File: src/rtl/dot_product_row_feeder.sv
// Row sequencer for the eight-unit dot-product stage: reads each row's package
// count, pulses the unit's per-row reset, then streams matrix/vector packages.
module dot_product_row_feeder #(
   parameter int no_of_units                  = 8,
   parameter int element_width                = 32,
   parameter int multiples_memory_value_width = 3,
   parameter int row_addr_width               = 8,
   parameter int mem_addr_width               = 10
) (
   input  logic                                     clk,
   input  logic                                     reset,
   input  logic                                     start,
   input  logic [row_addr_width-1:0]                no_of_rows,
   input  logic [mem_addr_width-1:0]                mat_base_addr,
   output logic [row_addr_width-1:0]                row_len_addr,
   input  logic [multiples_memory_value_width-1:0]  row_len_data,
   output logic [mem_addr_width-1:0]                mat_rd_addr,
   input  logic [element_width*no_of_units-1:0]     mat_rd_data,
   output logic [mem_addr_width-1:0]                vec_rd_addr,
   input  logic [element_width*no_of_units-1:0]     vec_rd_data,
   output logic                                     dp_reset,
   output logic [multiples_memory_value_width-1:0]  dp_no_of_multiples,
   output logic                                     dp_read_now,
   output logic [element_width*no_of_units-1:0]     first_row,
   output logic [element_width*no_of_units-1:0]     second_row,
   input  logic                                     dp_prepare_new_input,
   output logic                                     busy,
   output logic                                     done
);

   typedef enum logic [2:0] {
      IDLE,
      LEN_RD,
      LEN_CHK,
      ROW_START,
      FETCH,
      ISSUE,
      WAIT_PREP
   } state_t;

   state_t                                    state;
   logic [row_addr_width-1:0]                 row_idx;
   logic [row_addr_width-1:0]                 rows_q;
   logic [multiples_memory_value_width-1:0]   pkg_idx;
   logic [mem_addr_width-1:0]                 mat_ptr;

   logic                                      last_row;
   logic                                      last_pkg;
   logic [row_addr_width-1:0]                 next_row;
   logic [multiples_memory_value_width-1:0]   next_pkg;

   assign last_row = (row_idx == rows_q - row_addr_width'(1));
   // dp_no_of_multiples doubles as the captured row length for the current row
   assign last_pkg = (pkg_idx == dp_no_of_multiples - multiples_memory_value_width'(1));
   assign next_row = row_idx + row_addr_width'(1);
   assign next_pkg = pkg_idx + multiples_memory_value_width'(1);

   always_ff @(posedge clk) begin
      if (reset) begin
         state              <= IDLE;
         row_idx            <= '0;
         rows_q             <= '0;
         pkg_idx            <= '0;
         mat_ptr            <= '0;
         row_len_addr       <= '0;
         mat_rd_addr        <= '0;
         vec_rd_addr        <= '0;
         dp_reset           <= 1'b0;
         dp_no_of_multiples <= '0;
         dp_read_now        <= 1'b0;
         first_row          <= '0;
         second_row         <= '0;
         busy               <= 1'b0;
         done               <= 1'b0;
      end else begin
         done        <= 1'b0;
         dp_reset    <= 1'b0;
         dp_read_now <= 1'b0;

         case (state)
            IDLE: begin
               if (start) begin
                  rows_q  <= no_of_rows;
                  row_idx <= '0;
                  mat_ptr <= mat_base_addr;
                  if (no_of_rows == '0) begin
                     done <= 1'b1;
                  end else begin
                     busy         <= 1'b1;
                     row_len_addr <= '0;
                     state        <= LEN_RD;
                  end
               end
            end

            LEN_RD: state <= LEN_CHK;

            LEN_CHK: begin
               if (row_len_data == '0) begin
                  // empty row: advance without touching the dot-product unit
                  if (last_row) begin
                     done  <= 1'b1;
                     busy  <= 1'b0;
                     state <= IDLE;
                  end else begin
                     row_idx      <= next_row;
                     row_len_addr <= next_row;
                     state        <= LEN_RD;
                  end
               end else begin
                  dp_reset           <= 1'b1;
                  dp_no_of_multiples <= row_len_data;
                  pkg_idx            <= '0;
                  state              <= ROW_START;
               end
            end

            ROW_START: begin
               mat_rd_addr <= mat_ptr;
               vec_rd_addr <= mem_addr_width'(pkg_idx);
               mat_ptr     <= mat_ptr + mem_addr_width'(1);
               state       <= FETCH;
            end

            FETCH: state <= ISSUE;

            ISSUE: begin
               first_row   <= mat_rd_data;
               second_row  <= vec_rd_data;
               dp_read_now <= 1'b1;
               if (last_pkg) begin
                  state <= WAIT_PREP;
               end else begin
                  // next slot's addresses go out alongside this package's strobe
                  pkg_idx     <= next_pkg;
                  mat_rd_addr <= mat_ptr;
                  vec_rd_addr <= mem_addr_width'(next_pkg);
                  mat_ptr     <= mat_ptr + mem_addr_width'(1);
                  state       <= FETCH;
               end
            end

            WAIT_PREP: begin
               if (dp_prepare_new_input) begin
                  if (last_row) begin
                     done  <= 1'b1;
                     busy  <= 1'b0;
                     state <= IDLE;
                  end else begin
                     row_idx      <= next_row;
                     row_len_addr <= next_row;
                     state        <= LEN_RD;
                  end
               end
            end

            default: state <= IDLE;
         endcase
      end
   end

endmodule
File: config.mk
export PLATFORM = sky130hd
export DESIGN_NAME = dot_product_row_feeder
export DESIGN_NICKNAME = d
export VERILOG_FILES = /design/src/rtl/dot_product_row_feeder.sv
export SDC_FILE = /design/constraint.sdc
export NUM_CORES = 1
export LEC_CHECK = 0
export CAP_MARGIN = 0
export CORE_AREA = 2 2 424 426
export CTS_CLUSTER_DIAMETER = 150
export CTS_CLUSTER_SIZE = 24
export DETAILED_ROUTE_END_ITERATION = 12
export DIE_AREA = 0 0 426 428
export GPL_TIMING_DRIVEN = 1
export SKIP_CTS_REPAIR_TIMING = 1
export SYNTH_ARGS = -nofsm -noshare
export SYNTH_HDL_FRONTEND = slang
export SYNTH_SLANG_ARGS = --single-unit
File: constraint.sdc
create_clock -name clk -period 2.35 [get_ports clk]
set_clock_uncertainty 0.15 [all_clocks]
set_input_delay 0.3525 -clock clk [delete_from_list [all_inputs] [get_ports clk]]
set_output_delay 0.3525 -clock clk [all_outputs]
set_load 0.03 [all_outputs]
==> results of run 1 <==
-- synthesized netlist by cell type, types with 9 or more instances --
cell type | instances | area (sq um)
dfxtp_1 | 572 | 11450
inv_1 | 15 | 56.30
buf_4 | 9 | 67.56
xor2_1 | 14 | 122.6
clkbuf_1 | 161 | 604.3
mux2i_1 | 15 | 150.1
a21oi_1 | 538 | 2693
nor2_1 | 38 | 142.6
o21ai_0 | 16 | 80.08
nand2_1 | 1080 | 4054
buf_1 | 19 | 71.32
nand3_1 | 10 | 50.05
-- area by class of cell --
type | count | area (sq um)
clock inverter | 7 | 95.09
tap | 2355 | 2947
fill | 19840 | 141600
antenna | 9 | 22.52
multi-input combinational | 1835 | 8496
clock buffer | 29 | 725.7
timing repair buffer | 1199 | 12210
inverter | 15 | 63.81
sequential | 572 | 11460
-- per-stage QoR --
stage               total power, W  TNS, ps  instances  cell area, sq um  setup slack, ps
floorplan                  0.01104        0       2626             20750           0.9226
global placement           0.01252   -102.5       5971             34720           -92.19
detailed placement         0.01255   -291.9       5971             34720           -103.1
CTS                        0.01855    -8037       6007             35540           -243.1
global route               0.01909   -599.0       6019             36020           -99.34
finish                     0.01835        0       6021             36020            7.077
-- power by group through the flow --
stage	Clock, W	Combinational, W	Sequential, W
floorplan	0	0.000744	0.0103
global placement	0	0.00238	0.0101
detailed placement	0	0.00240	0.0101
CTS	0.00622	0.00241	0.00993
global route	0.00652	0.00262	0.00995
finish	0.00595	0.00246	0.00993
-- path summary, 6_finish.rpt --
| path | from | end | slack, ps | depth (start not counted) |
|---|---|---|---|---|
| setup / recovery | rows_q[3]$_SDFFE_PP0P_ | row_len_addr[3]$_SDFFE_PP0P_ | 7 | 6 |
| hold / removal | mat_rd_data[191] | first_row[191]$_SDFFE_PP0P_ | 40 | 3 |
| setup reg to reg | rows_q[3]$_SDFFE_PP0P_ | row_len_addr[3]$_SDFFE_PP0P_ | 7 | 6 |
| hold reg to reg | second_row[106]$_SDFFE_PP0P_ | second_row[106]$_SDFFE_PP0P_ | 300 | 2 |
-- cell families (layout without fill, tap and decap cells) --
kind of cell | after synthesis | after routing
other | 1 | 16
XOR/XNOR | 22 | 22
multiplexers | 15 | 15
adder cells (fa/ha/maj) | 6 | 6
AO/OA/AOI/OAI | 610 | 610
AND/OR/NAND/NOR | 1175 | 1175
flip-flops | 572 | 572
buffers and inverters | 219 | 1250
-- per-layer routing --
| metal | global-route usage | vias to the layer above | wire (um) |
|---|---|---|---|
| met5 | 0 | - | 117 |
| met2 | 0.1882 | 859 | 52570 |
| met4 | 0.03528 | 18 | 3561 |
| li1 | - | 10530 | - |
| met1 | 0.1398 | 10470 | 44100 |
| met3 | 0.04728 | 131 | 12260 |
-- sequential cells by signal, summed over array words and instances (netlist names) --
register	count
busy	1
done	1
dp_no_of_multiples	3
dp_read_now	1
dp_reset	1
first_row	256
mat_ptr	10
mat_rd_addr	10
pkg_idx	3
row_idx	8
row_len_addr	8
rows_q	8
second_row	256
state	3
vec_rd_addr	3
-- worst max-delay path, stage by stage, from the launching register on --
cell,delay (ps)
dfxtp_4,380
nor4_4,400
and2_1,210
a211oi_2,90
a2111o_1,590
o21ai_4,240
mux2i_1,200
==> impl_metrics.toml, run 1 <==
[grt]
antenna_found_initial = 21
grt_pass1_wl_um = 154600
grt_start_max_net_pins = 96
grt_pass1_vias = 20700
track_usage = 0.1163
overflow = 0

[placed_design]
dp_hpwl_um = 90760
gp_congestion = 0.9907
portBuffers = 1076

[synth]
yosysWarnings = 0
synth_cell_types = 69
synth_edf_count = 0
synthMuxAreaShare = 0.007245
synth_area_sq_um = 20720
synth_compound_area_frac = 0.1596
synth_top_family_by_area = "simple AND/OR/NAND/NOR gates"
synthAdderAreaFrac = 0.003622
ys_async_sr_fraction = 0
synthFlopType = "dfxtp_1"
ys_seq_elements = 572
yosys.area_share.simple = 0.2219
synthXorXnorAreaFrac = 0.009961
syn_inst = 2620
synth.avg_cell_area_sq_um = 7.910
ys_seq_area_frac = 0.5525

[sta]
final.min_clock_period_ps = 2343
setup_violations = 0
maxSlewViolCount = 0
tightest_slew_ps = 659.8
rsz0062_at_grt = "true"
fmax_mhz = 426.8
holdWs_ps = 35.90
max-slew-margin-rel = 0.5594
finalHoldViolCount = 0
period_share = 0.9970

[clock_tree]
clk_latency_ps = 660
cts_sinks = 572
cts-root-buf = "clkbuf_16"
htree_levels = 1
clk_pin_slew_ps = 110
clockBufferDepth = 3
cts_buffers = 29
cts_tree = "yes"

[routing]
detail-route-antenna-nets = 0
wirelength_um = 112600
via_count = 22010
wl_per_cell_um = 18.70
vias_per_cell = 3.655
drt_iter0_drc = 1752
dr.pass1.iters = 7
route.detailed.drc = 0

[finish]
fin_util = 0.2028
syn_to_final_growth_pct = 73.81
nets = 4195
final_cell_mix = "nand2_1, clkdlybuf4s50_1, dfxtp_1"
layout_commonest_cell = "nand2_1"
drive_gt1_frac = 0.06043

[die]
num_rows = 155
io_pins = 1084
core_area_sq_um = 177600
start_util = 0.1167
die_x_um = 426
dieArea_sq_um = 182300
dieHeight_um = 428

[power]
peakVddDrop_v = 0.0006052
seqPwrFrac = 0.541
p_int_w = 0.01351
power.switching_fraction = 0.2638
power_density_nw_per_um2 = 509.3
combPwrFrac = 0.134
p_sw_w = 0.004840
clkPwrFrac = 0.324
power.leakage_nw = 13.43

[run]
cap_violations = 0

[min_path]
min_path_type = "in2reg"

[worst_setup_path]
worstPathArrival_ps = 2780
path_max_fanout = 5
cp-start-kind = "flop"
crit_required_ps = 2790
crit_path_end_kind = "flop"
crit_type = "reg2reg"

[run_status]
outcome = "complete, no violations"
(Power assumes the default switching activity.)
==> run 2: changes to the inputs <==
--- a/config.mk
+++ b/config.mk
@@ -6,11 +6,12 @@
 export NUM_CORES = 1
 export LEC_CHECK = 0
 export CAP_MARGIN = 0
-export CORE_AREA = 2 2 424 426
+export CORE_AREA = 2 2 417 419
 export CTS_CLUSTER_DIAMETER = 150
 export CTS_CLUSTER_SIZE = 24
 export DETAILED_ROUTE_END_ITERATION = 12
-export DIE_AREA = 0 0 426 428
+export DIE_AREA = 0 0 419 421
+export DONT_BUFFER_PORTS = 1
 export GPL_TIMING_DRIVEN = 1
 export SKIP_CTS_REPAIR_TIMING = 1
 export SYNTH_ARGS = -nofsm -noshare
==> impl_metrics.toml, run 2 (synthesis gave the netlist of run 1 again) <==
[finish]
final_cell_mix = "nand2_1, dfxtp_1, a21oi_1"
nets = 3600
finalNonFillerCells = 5412
syn_to_final_growth_pct = 43.74
drive_gt1_frac = 0.05648
top_regs = "first_row (256), second_row (256)"
layout_commonest_cell = "nand2_1"

[sta]
setup_violations = 327
period_share = 1.682
holdWs_ps = -413.3
layout_setup_ws_ps = -1603
rsz0062_at_grt = "true"
max-slew-margin-rel = -2.727
maxSlewViolCount = 468
final.min_clock_period_ps = 3953
fmax_mhz = 253.0
tightest_slew_ps = 5590
finalHoldViolCount = 67

[routing]
wirelength_um = 107400
drt_iter0_drc = 1969
wl_per_cell_um = 19.84
dr.pass1.iters = 6
route.detailed.drc = 0
vias_per_cell = 3.804
via_count = 20590
detail-route-antenna-nets = 0

[clock_tree]
cts_tree = "yes"
cts-root-buf = "clkbuf_16"
htree_levels = 1
cts_buffers = 31
clk_pin_slew_ps = 100
cts_sinks = 572
clk_latency_ps = 690
clockBufferDepth = 3

[die]
dieArea_sq_um = 176400
core_area_sq_um = 172500
dieHeight_um = 421
start_util = 0.1202
io_pins = 1084
num_rows = 153
die_x_um = 419

[power]
seqPwrFrac = 0.562
p_int_w = 0.01320
peakVddDrop_v = 0.0006076
power_density_nw_per_um2 = 604.8
power.leakage_nw = 9.447
combPwrFrac = 0.093
power.switching_fraction = 0.2673
p_sw_w = 0.004816
clkPwrFrac = 0.344

[grt]
grt_pass1_wl_um = 136500
grt_pass1_vias = 16280
overflow = 0
antenna_found_initial = 56
track_usage = 0.1091
grt_start_max_net_pins = 569

[run_status]
failed_checks = "hold timing, slew limit, setup timing"
outcome = "complete, but fails checks"

[worst_setup_path]
worstPathArrival_ps = 4310
cp-start-kind = "input pin"
path_cells = "a21oi_1"
crit_path_top_delay_cell = "a21oi_1"
cp_slowest_stage_delay_ps = 1490
worstSetupStartpoint = "reset"
crit_type = "in2reg"
critical_path.top_delay_family = "compound AO/OA/AOI/OAI gates"
crit_required_ps = 2700
path_max_fanout = 568
crit_path_end_kind = "flop"
r2r-start = "state[1]$_SDFFE_PP0P_"
cp_num_buf_inv = 0

[min_path]
min_path_type = "in2reg"
holdCritStartpoint = "reset"

[placed_design]
gp_congestion = 0.9601
pre_cts_ws_ps = -79.30
portBuffers = 0
dp_hpwl_um = 82000
dp_cells = 4836

[run]
cap_violations = 0
==> run 2: layer usage <==
metal	part of all wire	vias to the layer above	wire (um)	GRT usage
li1	-	9368	-	-
met2	0.45	1030	48330	0.1693
met3	0.13	262	13690	0.06377
met5	0.0026	-	276	0
met1	0.38	9887	41100	0.1253
met4	0.037	38	3957	0.03309
==> run 2: metrics by stage <==
stage	util	power, W	instance area [sq um]	hold slack [ps]	setup TNS, ps
floorplan	-	0.01104	20750	298.8	0
global placement	0.1369	0.01117	23610	312.3	-314.8
detailed placement	0.1369	0.01118	23610	313.6	-263.8
CTS	0.1421	0.01740	24510	-479.0	-454.7
global route	0.1726	0.01868	29760	-486.2	-124.5
finish	0.1727	0.01802	29790	-413.3	-349950
==> run 2: final timing paths <==
path / slack (ps) / end / depth (start not counted)
max: -1600 / first_row[16]$_SDFFE_PP0P_ / 1
max reg2reg: 40 / second_row[56]$_SDFFE_PP0P_ / 6
min: -410 / second_row[1]$_SDFFE_PP0P_ / 1
min reg2reg: 380 / rows_q[3]$_SDFFE_PP0P_ / 2
==> run 2: layout make-up <==
cell class,count,area [sq um]
Clock inverter,7,121.4
Antenna cell,24,60.06
Tap cell,2325,2909
Clock buffer,32,779.5
Timing Repair Buffer,602,5957
Multi-Input combinational cell,1835,8441
Fill cell,19240,142700
Sequential cell,572,11460
Inverter,15,63.81
==> run 2: power by group through the flow <==
stage	sequential (W)	clock (W)	combinational, W
CTS	0.0101	0.00644	0.000837
floorplan	0.0103	0	0.000744
detailed placement	0.0103	0	0.000835
finish	0.0101	0.00620	0.00168
global placement	0.0103	0	0.000821
global route	0.0101	0.00674	0.00180
==> run 3: changes to the inputs <==
==> constraint.sdc (replaced) <==
create_clock -name clk -period 4.65 [get_ports clk]
set_clock_uncertainty 0.15 [all_clocks]
set_input_delay 0.6975 -clock clk [delete_from_list [all_inputs] [get_ports clk]]
set_output_delay 0.6975 -clock clk [all_outputs]
set_load 0.03 [all_outputs]
==> impl_metrics.toml, run 3 (synthesis gave the netlist of run 1 again) <==
[run_status]
outcome = "complete, but fails checks"
failed_checks = "slew limit"

[die]
core_area_sq_um = 172500
num_rows = 153
dieHeight_um = 421
die_x_um = 419
io_pins = 1084
dieArea_sq_um = 176400
start_util = 0.1202

[finish]
nets = 3275
syn_to_final_growth_pct = 29.23
final_cell_mix = "nand2_1, dfxtp_1, a21oi_1"
top_regs = "first_row (256), second_row (256)"
drive_gt1_frac = 0.03535
postLayoutCellArea_sq_um = 26780
layout_commonest_cell = "nand2_1"

[routing]
wl_met3_um = 10630
dr.pass1.iters = 7
wl_met2_um = 53440
detail-route-antenna-nets = 0
wl_per_cell_um = 22.12
drt_iter0_drc = 1561
wirelength_um = 112400
via_count = 18610
wl_met1_um = 45500
route.detailed.drc = 0
top_layer = "met5"
vias_per_cell = 3.662

[power]
power.leakage_nw = 8.074
total_power_w = 0.009354
peakVddDrop_v = 0.0003095
power_density_nw_per_um2 = 349.3

[worst_setup_path]
worstPathArrival_ps = 3370
path_cells = "nand3b_1 > buf_4 > buf_4 > nand2_1 > a21oi_1"
cp-start-kind = "flop"
crit_path_frequent_cell = "buf_4"
crit_type = "reg2reg"
crit_path_end_kind = "flop"
path_max_fanout = 85
crit_path_top_delay_cell = "buf_4"
cp_slowest_stage_delay_ps = 770
crit_required_ps = 5010

[placed_design]
gp_congestion = 0.9535
portBuffers = 0
dp_hpwl_um = 86710
dpl_cell_area_sq_um = 23040

[clock_tree]
clk_latency_ps = 620
clk_pin_slew_ps = 100
cts_sinks = 572
cts_tree = "yes"
htree_levels = 2
cts-root-buf = "clkbuf_16"
cts_buffers = 36
clockBufferDepth = 3

[grt]
grt_pass1_wl_um = 146200
overflow = 0
grt_pass1_vias = 16480
antenna_found_initial = 24
track_usage = 0.1193
grt_start_max_net_pins = 569

[sta]
finalHoldViolCount = 0
tightest_slew_ps = 2077
rsz0062_at_grt = "false"
maxSlewViolCount = 197
final.setup.tns_ps = 0
setup_violations = 0
fmax_mhz = 332.0
max-slew-margin-rel = -0.3846
final.min_clock_period_ps = 3012
period_share = 0.6477

[run]
cap_violations = 0

[min_path]
min_path_type = "in2reg"
## run 3: layer usage
layer,track usage,vias to the layer above
met5,0,-
met4,0.02960,14
met3,0.04908,130
met2,0.1965,722
met1,0.1428,9031
li1,-,8712
## run 3: where the power goes
part	switching (W)	leakage, nW	total [W]	internal (W)
clock	0.00210	0.556	0.00365	0.00154
combinational	0.000293	2.91	0.000566	0.000273
sequential	0.000180	4.61	0.00514	0.00496
## run 3: final timing paths
check                           cells after the start                    start                           end  slack [ps]
worst min register to register                      2  mat_ptr[9]$_SDFFE_PP0P_       mat_ptr[9]$_SDFFE_PP0P_         350
worst min-delay path                                2         vec_rd_data[237]  second_row[237]$_SDFFE_PP0P_          20
worst max-delay path                                5    state[1]$_SDFFE_PP0P_  second_row[124]$_SDFFE_PP0P_        1640
worst max register to register                      5    state[1]$_SDFFE_PP0P_  second_row[124]$_SDFFE_PP0P_        1640
## run 3: worst max-delay path, delay by kind of cell, from the launching register on
| kind | cells | cell delay, ps |
|---|---|---|
| and+or+nand+nor | 2 | 560 |
| buffers and inverters | 2 | 1290 |
| AOI/OAI and AO/OA | 1 | 200 |
| DFF | 1 | 570 |
## run 3: area by class of cell
cell class                      count  area (sq um)
Tap cell                         2325          2909
Inverter                           15         63.81
Fill cell                       19560        145700
Clock buffer                       37         925.9
Antenna cell                       12         30.03
Sequential cell                   572         11450
Timing Repair Buffer              272          2798
Clock inverter                     13         240.2
Multi-Input combinational cell   1835          8364
## run 3: through the flow
step / setup WS, ps / util / instances / hold slack [ps]
after floorplan: 2278 / - / 2626 / 298.8
after global placement: 1781 / 0.1336 / 4766 / 325.6
after detailed placement: 1705 / 0.1336 / 4766 / 328.4
after CTS: 1704 / 0.1404 / 4816 / -91.18
after global routing: 1415 / 0.1552 / 5075 / -1.216
final: 1638 / 0.1553 / 5081 / 17.12
==> RTL edit: new RTL, settings of run 3 <==
The parameter `multiples_memory_value_width` goes from 3 to 6.
--- a/src/rtl/dot_product_row_feeder.sv
+++ b/src/rtl/dot_product_row_feeder.sv
@@ -3,7 +3,7 @@
 module dot_product_row_feeder #(
    parameter int no_of_units                  = 8,
    parameter int element_width                = 32,
-   parameter int multiples_memory_value_width = 3,
+   parameter int multiples_memory_value_width = 6,
    parameter int row_addr_width               = 8,
    parameter int mem_addr_width               = 10
 ) (
Interface: changed (resized dp_no_of_multiples and row_len_data); port bits go from 1084 to 1090. No check against the original RTL was run, so the function may have changed too.
==> RTL edit against run 3 <==
- sequential power grew 2%
- synthesized area grew 1.8%
- setup slack lost 0.18 ns
- die area is the same
- first-iteration DRC count grew 38%
- routed wire length shrank 3.6%
- final area shrank 2.6%
- count of clock-buffer cells in the layout shrank 2
- via count grew 3.3%
- cell count shrank 1.1%
- critical path depth grew 3
- total power shrank 0.58%
- sequential cell count grew 9
- critical path type unchanged
- largest power group unchanged
- highest routed layer unchanged
==> RTL edit: results (changes against run 3) <==
* Pleak at 7.682 nW (-4.8%)
* Inverters at 12 (-3)
* Clock-cell share of area at 4.167% (-0.19 points)
* VDD IR-drop max at 0.3331 mV (+7.6%)
* Pre-CTS WS at 1.580 ns (-0.1248 ns)
* Status: finished, final reports clean
* Non-clock buffers, area share at 6.599% (-3.8 points)
* Nonclk buf count at 163 (-40%)
* Synth top area cells: dfxtp_1 55%, nand2_1 19%, a21oi_1 13%, clkbuf_1 2.9%, nor2_1 0.84%
* #MultiIn Comb at 1,872 (+2.0%)
* Netlist cell types at 70 (+1.4%)
* Register Area at 11,630 um^2 (+1.6%)
* DR iter-0 viols at 2,155 (+38%)
* CP max FO at 18 (-79%)
* Vias in the first global route at 16.61k (+0.78%)
* Pre-Repair DR Iteration Count at 5 (-2)
* Crit-path max cell delay at 0.81 ns (+0.04 ns)
* Final net count at 3,210 (-2.0%)
* Pin count of the biggest net entering global routing at 583 (+2.5%)
* Synth cell count leaders: 1,074 x nand2_1, 581 x dfxtp_1, 542 x a21oi_1
* Num CTS Buffers at 34 (-5.6%)
* Gpl congestion at 0.9614 (+0.83%)
* Final HPWL DP at 84,620 um (-2.4%)
* CP arrival at 3.58 ns (+0.21 ns)
* Slew @ Worst Pin at 1.124 ns (-0.9530 ns)
* Post-synthesis mux area share at 0.7176% (-0.0068 points)
* Gr usage total at 11.42% (-0.51 points)
* Per-cell routed wire length at 21.57 um (-2.5%)
* Initial antenna violation count at 62 (+160%)
* Seq/Total Area, Yosys at 55.13% (-0.12 points)
* Post-Synth XOR/XNOR Area at 1.038% (+0.042 points)
* Diodes inserted at 26 (+14)
* Fraction of layout cells with a size suffix above 1 at 3.852% (+0.32 points)
* # clk buffers at 35 (-5.4%)
* Fillers at 19.65k (+0.45%)
* R2r setup slk at 1.46 ns (-0.18 ns)
* First-pass GRT wire length at 141,600 um (-3.1%)
RTL edit: cell types whose count changed after synthesis, sizes merged, moves of 4 or more:
cell | run 3 | this run
and3 | 9 | 5
o2bb2ai | 0 | 8
nor2 | 39 | 47
nand2 | 1081 | 1074
o21ai | 18 | 14
a22oi | 7 | 3
o32ai | 9 | 4
o221ai | 0 | 4
nand2b | 5 | 13
buf | 40 | 35
xnor2 | 7 | 14
or2 | 1 | 5
a21oi | 540 | 548
dfxtp | 572 | 581
RTL edit: metrics by stage:
stage	util, %	area (um^2)	hold slack, ns	instances	power, mW
6_report	15.13	26090	0.02483	5025	9.300
5_1_grt	15.10	26050	-0.001271	5009	9.667
4_1_cts	14.20	24490	-0.06819	4853	9.255
3_5_place_dp	13.57	23410	0.3373	4807	5.698
3_3_place_gp	13.57	23410	0.3243	4807	5.687
2_1_floorplan	-	21110	0.2981	2665	5.656
RTL edit: final timing paths:
kind,start,end,depth (start not counted)
worst max register to register,dp_no_of_multiples[0],mat_ptr[0],8
worst max-delay path,dp_no_of_multiples[0],mat_ptr[0],8
worst min-delay path,vec_rd_data[220],second_row[220],2
worst min register to register,rows_q[7],rows_q[7],2
RTL edit: where the power goes:
group	switching [mW]	internal, mW
Sequential	0.203	5.04
Combinational	0.327	0.220
Clock	1.97	1.54
Total	2.50	6.80
RTL edit: routing by layer:
metal  share of wire [%]  wire (um)
met4                 3.9       4280
met3                  14      14710
met2                  43      47070
met1                  39      41950
met5                0.34        364
RTL edit: cells by family (layout without fill, tap and decap cells):
family          count (synthesis)  after routing
simple gates                 1206           1206
compound gates                616            616
flops                         581            581
buf+inv                       212            221
xor+xnor                       25             25
mux                            15             15
fa+ha+maj                       6              6
other cells                     1             30
